### config.mk
export PLATFORM = sky130hd
export DESIGN_NAME = i2s_receiver_flat
export DESIGN_NICKNAME = d
export VERILOG_FILES = /design/src/rtl/i2s_receiver_if.sv /design/src/rtl/i2s_receiver.sv /design/src/flat_wrapper.sv
export SDC_FILE = /design/constraint.sdc
export NUM_CORES = 1
export LEC_CHECK = 0
export BUFFER_PORTS_ARGS = -buffer_cell sky130_fd_sc_hd__buf_2
export CAP_MARGIN = 20
export CELL_PAD_IN_SITES_DETAIL_PLACEMENT = 1
export CELL_PAD_IN_SITES_GLOBAL_PLACEMENT = 2
export CORE_ASPECT_RATIO = 0.75
export CORE_UTILIZATION = 43
export DETAILED_ROUTE_END_ITERATION = 16
export HOLD_SLACK_MARGIN = 0.08
export PLACE_DENSITY = 0.94
export SLEW_MARGIN = 20
export SYNTH_ARGS = -nofsm -noshare
export SYNTH_HDL_FRONTEND = slang
export SYNTH_SLANG_ARGS = --single-unit
### constraint.sdc
create_clock -name mck -period 3.6 [get_ports mck]
set_clock_uncertainty 0.05 [all_clocks]
set_input_delay 0.72 -clock mck [delete_from_list [all_inputs] [get_ports mck]]
set_output_delay 0.72 -clock mck [all_outputs]
set_load 0.05 [all_outputs]
### src/rtl/i2s_receiver_if.sv
// i2s_receiver_if
//   Serial-audio bundle between the codec side and the i2s_receiver.
//   Signals:
//     lrck     - frame clock from codec; each edge begins a channel slot
//     bck      - bit clock to codec (driven by the receiver)
//     data_in  - serial data, MSB first
//     data_out - last complete parallel word
//     count    - bits captured in the current slot
//     data_rdy - one-cycle strobe when data_out updates
//   Modports:
//     master - the receiver: it sources bck and the parallel outputs
//     slave  - the codec/environment: it sources lrck and data_in
interface i2s_receiver_if #(
    parameter int DATA_WIDTH = 24,
    parameter int CNT_WIDTH  = 5
);
    logic                  lrck;
    logic                  bck;
    logic                  data_in;
    logic [DATA_WIDTH-1:0] data_out;
    logic [CNT_WIDTH-1:0]  count;
    logic                  data_rdy;

    modport master (
        input  lrck, data_in,
        output bck, data_out, count, data_rdy
    );

    modport slave (
        output lrck, data_in,
        input  bck, data_out, count, data_rdy
    );
endinterface

### src/rtl/i2s_receiver.sv
// i2s_receiver
//   Left-justified, MSB-first serial audio receiver. Every lrck transition
//   starts a slot; the bit sampled on that same mck edge is the MSB. After
//   DATA_WIDTH bits the word is published on data_out with a one-cycle
//   data_rdy strobe; further bits in the slot are ignored. A slot cut short
//   by an lrck transition is discarded.
//   Ports:
//     mck   - master clock, all state on rising edge
//     rst_n - asynchronous active-low reset
//     bus   - i2s_receiver_if.master (lrck, data_in in; bck, data_out,
//             count, data_rdy out)
module i2s_receiver #(
    parameter int DATA_WIDTH = 24,
    parameter int CNT_WIDTH  = 5
) (
    input  logic            mck,
    input  logic            rst_n,
    i2s_receiver_if.master  bus
);
    localparam logic [CNT_WIDTH-1:0] CNT_FULL = CNT_WIDTH'(DATA_WIDTH);
    localparam logic [CNT_WIDTH-1:0] CNT_LAST = CNT_WIDTH'(DATA_WIDTH - 1);

    logic                  lrck_d;
    // The oldest shifted bit can never reach data_out (a word is assembled
    // from sr's low DATA_WIDTH-1 bits plus the incoming bit), so it is not
    // stored.
    logic [DATA_WIDTH-2:0] sr;
    logic [CNT_WIDTH-1:0]  count;
    logic [DATA_WIDTH-1:0] data_out;
    logic                  data_rdy;
    logic                  slot_start;

    assign slot_start = (bus.lrck != lrck_d);

    // Codec bit clock runs 1:1 with mck; the codec launches data on the
    // falling edge so it is stable at our rising-edge sample point.
    assign bus.bck      = mck;
    assign bus.data_out = data_out;
    assign bus.count    = count;
    assign bus.data_rdy = data_rdy;

    always_ff @(posedge mck or negedge rst_n) begin
        if (!rst_n) begin
            // NOTE: the shift register is reset along with the control
            // state so a word can never be assembled from stale bits.
            lrck_d   <= 1'b0;
            sr       <= '0;
            count    <= CNT_FULL;   // idle until the first lrck edge
            data_out <= '0;
            data_rdy <= 1'b0;
        end else begin
            // NOTE: non-blocking assignments throughout, so every branch
            // below sees the pre-edge values of count and sr.
            lrck_d   <= bus.lrck;
            data_rdy <= 1'b0;
            if (slot_start) begin
                // New slot wins over a word that would complete this edge.
                sr    <= {sr[DATA_WIDTH-3:0], bus.data_in};
                count <= CNT_WIDTH'(1);
            end else if (count < CNT_FULL) begin
                sr    <= {sr[DATA_WIDTH-3:0], bus.data_in};
                count <= count + 1'b1;
                if (count == CNT_LAST) begin
                    data_out <= {sr, bus.data_in};
                    data_rdy <= 1'b1;
                end
            end
        end
    end
endmodule

### src/flat_wrapper.sv
// flat-port wrapper written by rule: the top's interface ports become plain ports
module i2s_receiver_flat 
#(
    parameter int DATA_WIDTH = 24,
    parameter int CNT_WIDTH  = 5
)
  (mck, rst_n, bus_lrck, bus_data_in, bus_bck, bus_data_out, bus_count, bus_data_rdy);
  i2s_receiver_if #(.DATA_WIDTH(DATA_WIDTH), .CNT_WIDTH(CNT_WIDTH)) bus_i ();
  input  logic mck;
  input  logic rst_n;
  input wire logic [$bits(bus_i.lrck)-1:0] bus_lrck;
  input wire logic [$bits(bus_i.data_in)-1:0] bus_data_in;
  output wire logic [$bits(bus_i.bck)-1:0] bus_bck;
  output wire logic [$bits(bus_i.data_out)-1:0] bus_data_out;
  output wire logic [$bits(bus_i.count)-1:0] bus_count;
  output wire logic [$bits(bus_i.data_rdy)-1:0] bus_data_rdy;
  assign bus_i.lrck = bus_lrck;
  assign bus_i.data_in = bus_data_in;
  assign bus_bck = bus_i.bck;
  assign bus_data_out = bus_i.data_out;
  assign bus_count = bus_i.count;
  assign bus_data_rdy = bus_i.data_rdy;
  i2s_receiver #(.DATA_WIDTH(DATA_WIDTH), .CNT_WIDTH(CNT_WIDTH)) u_core (.mck(mck), .rst_n(rst_n), .bus(bus_i));
endmodule
# Word level (Yosys, flattened, before mapping)
# Cells that the tools add are included.
# Widths: inputs -> output; s select.
[totals] ff_bits=54 input_bits=4
[op_classes] n_addsub=1 n_lt_le_gt_ge=1 eq_ne=2 mux=7 bitwise=1 reduce_logical=2
[op_table] operator="$mux 23" count=2
[op_table] operator="$mux 5" count=2
[op_table] operator="$add 5x1->5 const B" count=1
[op_table] operator="$eq 5x5->1 const B" count=1
[op_table] operator="$lt 5x5->1 const B" count=1
[op_table] operator="$mux 1" count=3
[op_table] operator="$reduce_and 3->1" count=1
[op_table] operator="$reduce_bool 2->1" count=1
[op_table] operator="$ne 1x1->1" count=1
[op_table] operator="$not 1->1" count=1

# Depth between registers and ports, before layout
# Gate-level depths: netlist of the first run.
[logic_depth] depth_word=4 ltp_mapped=5 ltp_nobuf=4

==> impl_results.md, run 1 <==
- Crit path kind: clk2out
- Crit start category: clock port
- Largest family of logic cells by synthesized area: multiplexers
- Biggest area consumer among synthesized cells: dfrtp_1
- Slew @ Worst Pin: about 0.94 ns
- Synth Instances: 126
- CTS tree: built
- Clock Latency Late Sink: around 0.40 ns
- Initial Util: between 40% and 50%
- Final Util: between 50 and 60%
- Relative slew slack: 37.0%
- Worst min path class: in2async
- RSZ-0062 raised after global routing: false
- Synth area leaders: dfrtp_1 60%, mux2_2 14%, mux2_4 14%, dfstp_2 2.4%, buf_6 2.1%
- Sw Pwr: 0.341 mW
- GR Layer Usage met2: a little over a quarter
- Global-route usage over all layers: roughly 16%
- CP required: about 2.8 ns
- Setup violators final: 0
- Top FF cell, synth: dfrtp_1
- YS warnings: 0
- Hold_buf cts: 0
- Core Footprint: 0.00462 mm²
- Proportion of synthesized area in mux cells: between 20% and 30%
- Die height: approximately 63 µm
- Post-synthesis sequential area ratio: 62.8%
- DRT antenna net count: 0
- Share of cells above drive strength 1: 57.8%
- Largest net degree at the start of global routing: between 50 and 60
- Setup_tns: 0 ns
- Final hold vios: 0
- FP Rows: 21
- Fin. max-slew vios: 0
- Area growth syn-to-layout: 15.9%
- Post-synthesis simple-gate area fraction: 3.08%
- P per Cell Area: between 500 and 600 mW/mm²
- Final HPWL DP: 2470 µm
- Clk pwr share: ~41%
- Status: completed
- Post-Route WL: between 3000 and 4000 µm
- First-pass GRT wire length: roughly 6500 µm
- Wirelength per Cell: between 15 and 20 µm
- Antenna violations before repair: 0
- Worst setup EP type: output pin
- Post-synthesis adder-cell area fraction: less than 1%
- Post-CTS Setup Repair Bufs: 0
- Synth cell types: 19
- Met1 usage: between 10% and 20%
- FILL cells: around 450
- Post-layout nets: 170
- DR vias: ~1,100
- Comb power frac: 7.9%
- Die width: roughly 84 µm
- Initial DRC count: 36
- Overflow after GRT: 0
- Residual DRC: 0
- First-pass DRT Iterations: 2
- Met3 GRT Util: 4.33%
- Synthesized cell area: 0.00216 mm²
- Async SR Flop Fraction: 100%
- Crit path DAT: roughly 2.2 ns
- Vias in the first global route: 1,266
- Cell internal pwr: 0.950 mW
- Clock transition at path regs: about 0.09 ns
- Yosys reg bits: 54
- Cell leakage power: around 1.2 nW
- Post-synthesis compound-gate area fraction: under 10%
- VDD IR max: a little over 400 µV
- Mapped Nets: about 130
- Via-to-Cell Ratio: roughly 5.1
- Number of enable flip-flop cells after synthesis: 0
- Syn Area/Cell: around 17 µm²
- Critical path fanouts, max: 2
- Number of diodes: 0
- Port bufs: 34
- Max-cap violations: 0
- Global route hottest layer: met2
- Synth Area in XOR/XNOR: under 10%
- Post-cts resize count: 0
- Sequential power share: 50.8%
- DIE AREA: roughly 0.0053 mm²
- Routability cong.: between 0.7 and 0.8
- I/O Pins: 35
- Synth top area share: between 60% and 70%
- Switching fraction of total power: 26.4%
==> power groups by stage <==
stage | combinational, mW | sequential, mW | clock (mW)
after floorplan | 0.0369 | 0.698 | 0.0599
after global placement | 0.0999 | 0.666 | 0.0530
after detailed placement | 0.103 | 0.669 | 0.0530
after CTS | 0.104 | 0.657 | 0.552
after global routing | 0.112 | 0.661 | 0.572
final | 0.102 | 0.657 | 0.533
==> through the flow <==
| step | hold WS (ns) | power (mW) | instance area, µm² | setup WS (ns) | instances |
|---|---|---|---|---|---|
| global placement | 0.436 | 0.819 | 2340 | 0.842 | 212 |
| floorplan | 0.374 | 0.794 | 2160 | 0.863 | 126 |
| global route | 0.343 | 1.35 | 2500 | 0.602 | 223 |
| detailed placement | 0.446 | 0.825 | 2340 | 0.842 | 212 |
| CTS | 0.400 | 1.31 | 2500 | 0.601 | 223 |
| finish | 0.303 | 1.29 | 2500 | 0.608 | 223 |
==> registers in the layout, indices dropped and copies added, names as in the netlist <==
name,flops
u_core.bus.data_rdy,1
u_core.bus.count,5
u_core.bus.data_out,24
u_core.sr,23
u_core.lrck_d,1
==> layer usage <==
layer,share of wire (%),routed length [µm],vias to the layer above
met5,0,0,-
met4,1.0,39,0
met3,4.6,171,4
met2,49,1830,29
met1,46,1710,595
li1,-,-,516
==> Yosys cell counts (2+ instances only) <==
cell type,instances
nor2_4,2
a31oi_1,2
nand3_1,2
dfrtp_1,52
buf_6,4
nand2_1,2
nor2_1,3
dfstp_2,2
mux2_4,20
mux2_2,27
xnor2_1,2
==> path summary, 6_finish.rpt <==
check	startpoint	end	slack, ns	depth (start not counted)
worst max register to register	u_core.bus.count[0]$_DFFE_PN0P_	u_core.bus.data_out[0]$_DFFE_PN0P_	1.44	4
worst max-delay path	mck	bus_bck	0.61	3
worst min-delay path	rst_n	u_core.bus.data_out[16]$_DFFE_PN0P_	0.30	1
max in group asynchronous	rst_n	u_core.sr[19]$_DFFE_PN0P_	2.75	1
worst min register to register	u_core.bus.data_out[14]$_DFFE_PN0P_	u_core.bus.data_out[14]$_DFFE_PN0P_	0.46	1
min in group mck	bus_lrck	u_core.lrck_d$_DFF_PN0_	0.41	1
==> area by class of cell <==
cell class                 instances  area, µm²  area share [%]
multi-input combinational         67        749            30.0
sequential                        54       1350            54.2
tap                               57       71.3            2.85
timing repair buffer              33        168            6.71
clock buffer                      10        119            4.76
clock inverter                     2       37.5            1.50
==> placed cells by master, fill, tap and decap left out, types with 2 or more instances in the layout <==
cell type and n:
mux2_4 20, buf_2 33, nor2_1 3, dfstp_2 2
dfrtp_1 52, mux2_2 27, xnor2_1 2, clkbuf_8 8
a31oi_1 2, nand2_1 2, nor2_4 2, nand3_1 2
==> logic make-up after synthesis <==
family          count (synthesis)
xor+xnor                        3
fa+ha+maj                       1
simple gates                   11
flops                          54
mux                            47
compound gates                  5
buf+inv                         5
==> critical path, cell delays in order <==
cell and delay, ns:
clkbuf_8 0.11, clkbuf_8 0.12, buf_2 0.20
Power figures use the tool's default switching activity.
==> run 2, diff against run 1 <==
--- a/config.mk
+++ b/config.mk
@@ -5,15 +5,16 @@
 export SDC_FILE = /design/constraint.sdc
 export NUM_CORES = 1
 export LEC_CHECK = 0
+export ABC_AREA = 1
 export BUFFER_PORTS_ARGS = -buffer_cell sky130_fd_sc_hd__buf_2
 export CAP_MARGIN = 20
 export CELL_PAD_IN_SITES_DETAIL_PLACEMENT = 1
 export CELL_PAD_IN_SITES_GLOBAL_PLACEMENT = 2
 export CORE_ASPECT_RATIO = 0.75
-export CORE_UTILIZATION = 43
+export CORE_UTILIZATION = 30
 export DETAILED_ROUTE_END_ITERATION = 16
 export HOLD_SLACK_MARGIN = 0.08
-export PLACE_DENSITY = 0.94
+export PLACE_DENSITY = 0.84
 export SLEW_MARGIN = 20
 export SYNTH_ARGS = -nofsm -noshare
 export SYNTH_HDL_FRONTEND = slang
==> constraint.sdc (replaced) <==
create_clock -name mck -period 2.6 [get_ports mck]
set_clock_uncertainty 0.05 [all_clocks]
set_input_delay 0.52 -clock mck [delete_from_list [all_inputs] [get_ports mck]]
set_output_delay 0.52 -clock mck [all_outputs]
set_load 0.05 [all_outputs]
==> impl_results.md, run 2 <==
- Status: completed
- Post-Route WL: just under 5000 µm
- Hold path startpoint: bus_lrck
- Min-Delay Endpoint: u_core.lrck_d$_DFF_PN0_
- Core Footprint: 0.00696 mm²
- DRT antenna net count: 0
- Area of the multi-input gates: approximately 740 µm²
- Slew @ Worst Pin: 0.552 ns
- Synth cell types: 18
- Clock transition at path regs: ~0.1 ns
- Final HPWL DP: approximately 3200 µm
- Post-synthesis sequential area ratio: approximately 61%
- Post-cts resize count: 0
- Relative slew slack: between 60% and 70%
- Top reg by flops: u_core.bus.data_out
- Area taken by flip-flops and latches: about 0.0014 mm²
- Routability cong.: 0.744
- Mapped Nets: 246
- First-pass DRT Iterations: 4
- Vias in the first global route: approximately 1,800
- RSZ-0062 raised after global routing: false
- Post-CTS Setup Repair Bufs: 0
- Sw Pwr: roughly 0.47 mW
- Die width: about 100 µm
- Worst R2R Path Depth: 6
- Hold depth: 1
- Max-cap violations: 0
- Max FFs per register: 24
- CP peak stage delay: 0.20 ns
- Initial Util: around a third
- Antenna violations before repair: 0
- Yosys reg bits: 54
- Switching fraction of total power: roughly 29%
- Post-layout nets: about 280
- DR vias: roughly 1,700
- Most frequent CP cell: clkbuf_8
- YS warnings: 0
- Worst setup EP type: output pin
- Commonest non-fill, non-tap cell in the layout: nand2_1
- Synth area leaders: dfrtp_1 59%, nand2_1 17%, nand3_1 12%, dfstp_2 2.4%, buf_2 2.0%
- Biggest area consumer among synthesized cells: dfrtp_1
- Number of enable flip-flop cells after synthesis: 0
- Non-Filler Instances: 374
- Synth top area share: approximately 59%
- Setup violators final: 0
- Largest delay share family, worst path: buffers and inverters
- Final hold vios: 0
- Wirelength per Cell: 13.2 µm
- Worst min path class: in2reg
- Number of diodes: 0
- I/O Pins: 35
- Die height: roughly 76 µm
- Worst-path cell chain: clkbuf_8 -> clkbuf_8 -> buf_2
- Clock Latency Late Sink: 0.42 ns
- Clk pwr share: roughly two fifths
- Tot Pwr: around 1.7 mW
- CTS tree: built
- Comb power frac: 6.4%
- VDD IR max: between 500 and 600 µV
- First-pass GRT wire length: approximately 8700 µm
- Largest net degree at the start of global routing: 30
- CP Buf/Inv Count: 3
- Share of cells above drive strength 1: between 20% and 30%
- Crit path kind: clk2out
- P per Cell Area: roughly 640 mW/mm²
- Residual DRC: 0
- Syn Area/Cell: roughly 9 µm²
- Async SR Flop Fraction: 100%
- Most common cell in the netlist: nand2_1
- FP Rows: 26
- Crit path DAT: approximately 1.7 ns
- Crit start category: clock port
- Cell internal pwr: ~1.2 mW
- Leading cell types in the layout, fill and taps excluded: 102 x nand2_1, 52 x nand3_1, 52 x dfrtp_1, 34 x buf_2, 8 x clkbuf_8
- Top post-synthesis cells by count: 102 x nand2_1, 52 x dfrtp_1, 52 x nand3_1, 9 x buf_2, 5 x inv_1
- Sequential power share: 53.7%
- Setup_tns: 0 ns
- FILL cells: 840
- Reg-to-Reg End: u_core.sr[21]$_DFFE_PN0P_
- Synth Instances: approximately 240
- Cell leakage power: 1.47 nW
- Top FF cell, synth: dfrtp_1
- DIE AREA: 0.00771 mm²
- Final Util: 37.0%
- Area growth syn-to-layout: 16.7%
- Reg2reg start: u_core.lrck_d$_DFF_PN0_
- Hold_buf cts: 1
- Register-to-register setup slack: around 0.86 ns
- Post-placement cell count: 363
- Worst hold slack: between 0.15 and 0.2 ns
- Synthesized cell area: ~0.0022 mm²
- Overflow after GRT: 0
- Port bufs: 34
- CP required: 2.03 ns
- Via-to-Cell Ratio: roughly 4.6
- Fin. max-slew vios: 0
- Crit path max-delay cell type: buf_2
- Global-route usage over all layers: about 14%
- Largest regs: u_core.bus.data_out (24), u_core.sr (23), u_core.bus.count (5)
- Initial DRC count: 80
- Critical path fanouts, max: 2
==> run 2: cells by family after synthesis <==
group,Yosys count,synth area share [%]
flip-flops,54,61.3
AO/OA/AOI/OAI,3,0.680
AND/OR/NAND/NOR,163,32.3
buffers and inverters,20,5.10
adder cells (fa/ha/maj),1,0.567
==> run 2: worst reg2reg max path: cells and delay by family (launching register included) <==
| kind | cells | cell delay [ns] |
|---|---|---|
| flip-flops | 1 | 0.39 |
| buffers and inverters | 1 | 0.05 |
| AND/OR/NAND/NOR | 5 | 1.14 |
==> run 2: cell type report <==
type	count	area share, %
Clock buffer	9	4.47
Clock inverter	2	0.583
Sequential cell	54	52.6
Multi-Input combinational cell	167	28.8
Inverter	6	0.875
Timing Repair Buffer	38	7.97
Tap cell	98	4.76
==> run 2: how the worst max path moves through the flow <==
stage / cells past startpoint / startpoint / end
6_report: 3 / mck / bus_bck
5_1_grt: 3 / mck / bus_bck
4_1_cts: 3 / mck / bus_bck
3_5_place_dp: 1 / mck / bus_bck
3_3_place_gp: 1 / mck / bus_bck
2_1_floorplan: 1 / mck / bus_bck
==> run 2: power by group through the flow <==
| stage | registers (mW) | logic, mW | clock network [mW] |
|---|---|---|---|
| final | 0.890 | 0.107 | 0.662 |
| after global routing | 0.894 | 0.121 | 0.716 |
| after CTS | 0.891 | 0.110 | 0.688 |
| after detailed placement | 0.906 | 0.109 | 0.0734 |
| after global placement | 0.906 | 0.105 | 0.0734 |
| after floorplan | 0.922 | 0.0474 | 0.0829 |
==> run 2: routing by layer <==
metal | vias up | GRT usage [%] | share of wire, %
met5 | - | 0 | 0
met2 | 35 | 21.7 | 43
li1 | 838 | - | -
met3 | 8 | 3.94 | 3.3
met4 | 0 | 5.51 | 1.1
met1 | 835 | 19.6 | 52
==> run 2: per-stage QoR <==
step	cell area [µm²]	setup slack (ns)
6_report	2570	0.306
3_5_place_dp	2440	0.542
2_1_floorplan	2210	0.563
3_3_place_gp	2440	0.542
5_1_grt	2570	0.294
4_1_cts	2570	0.298
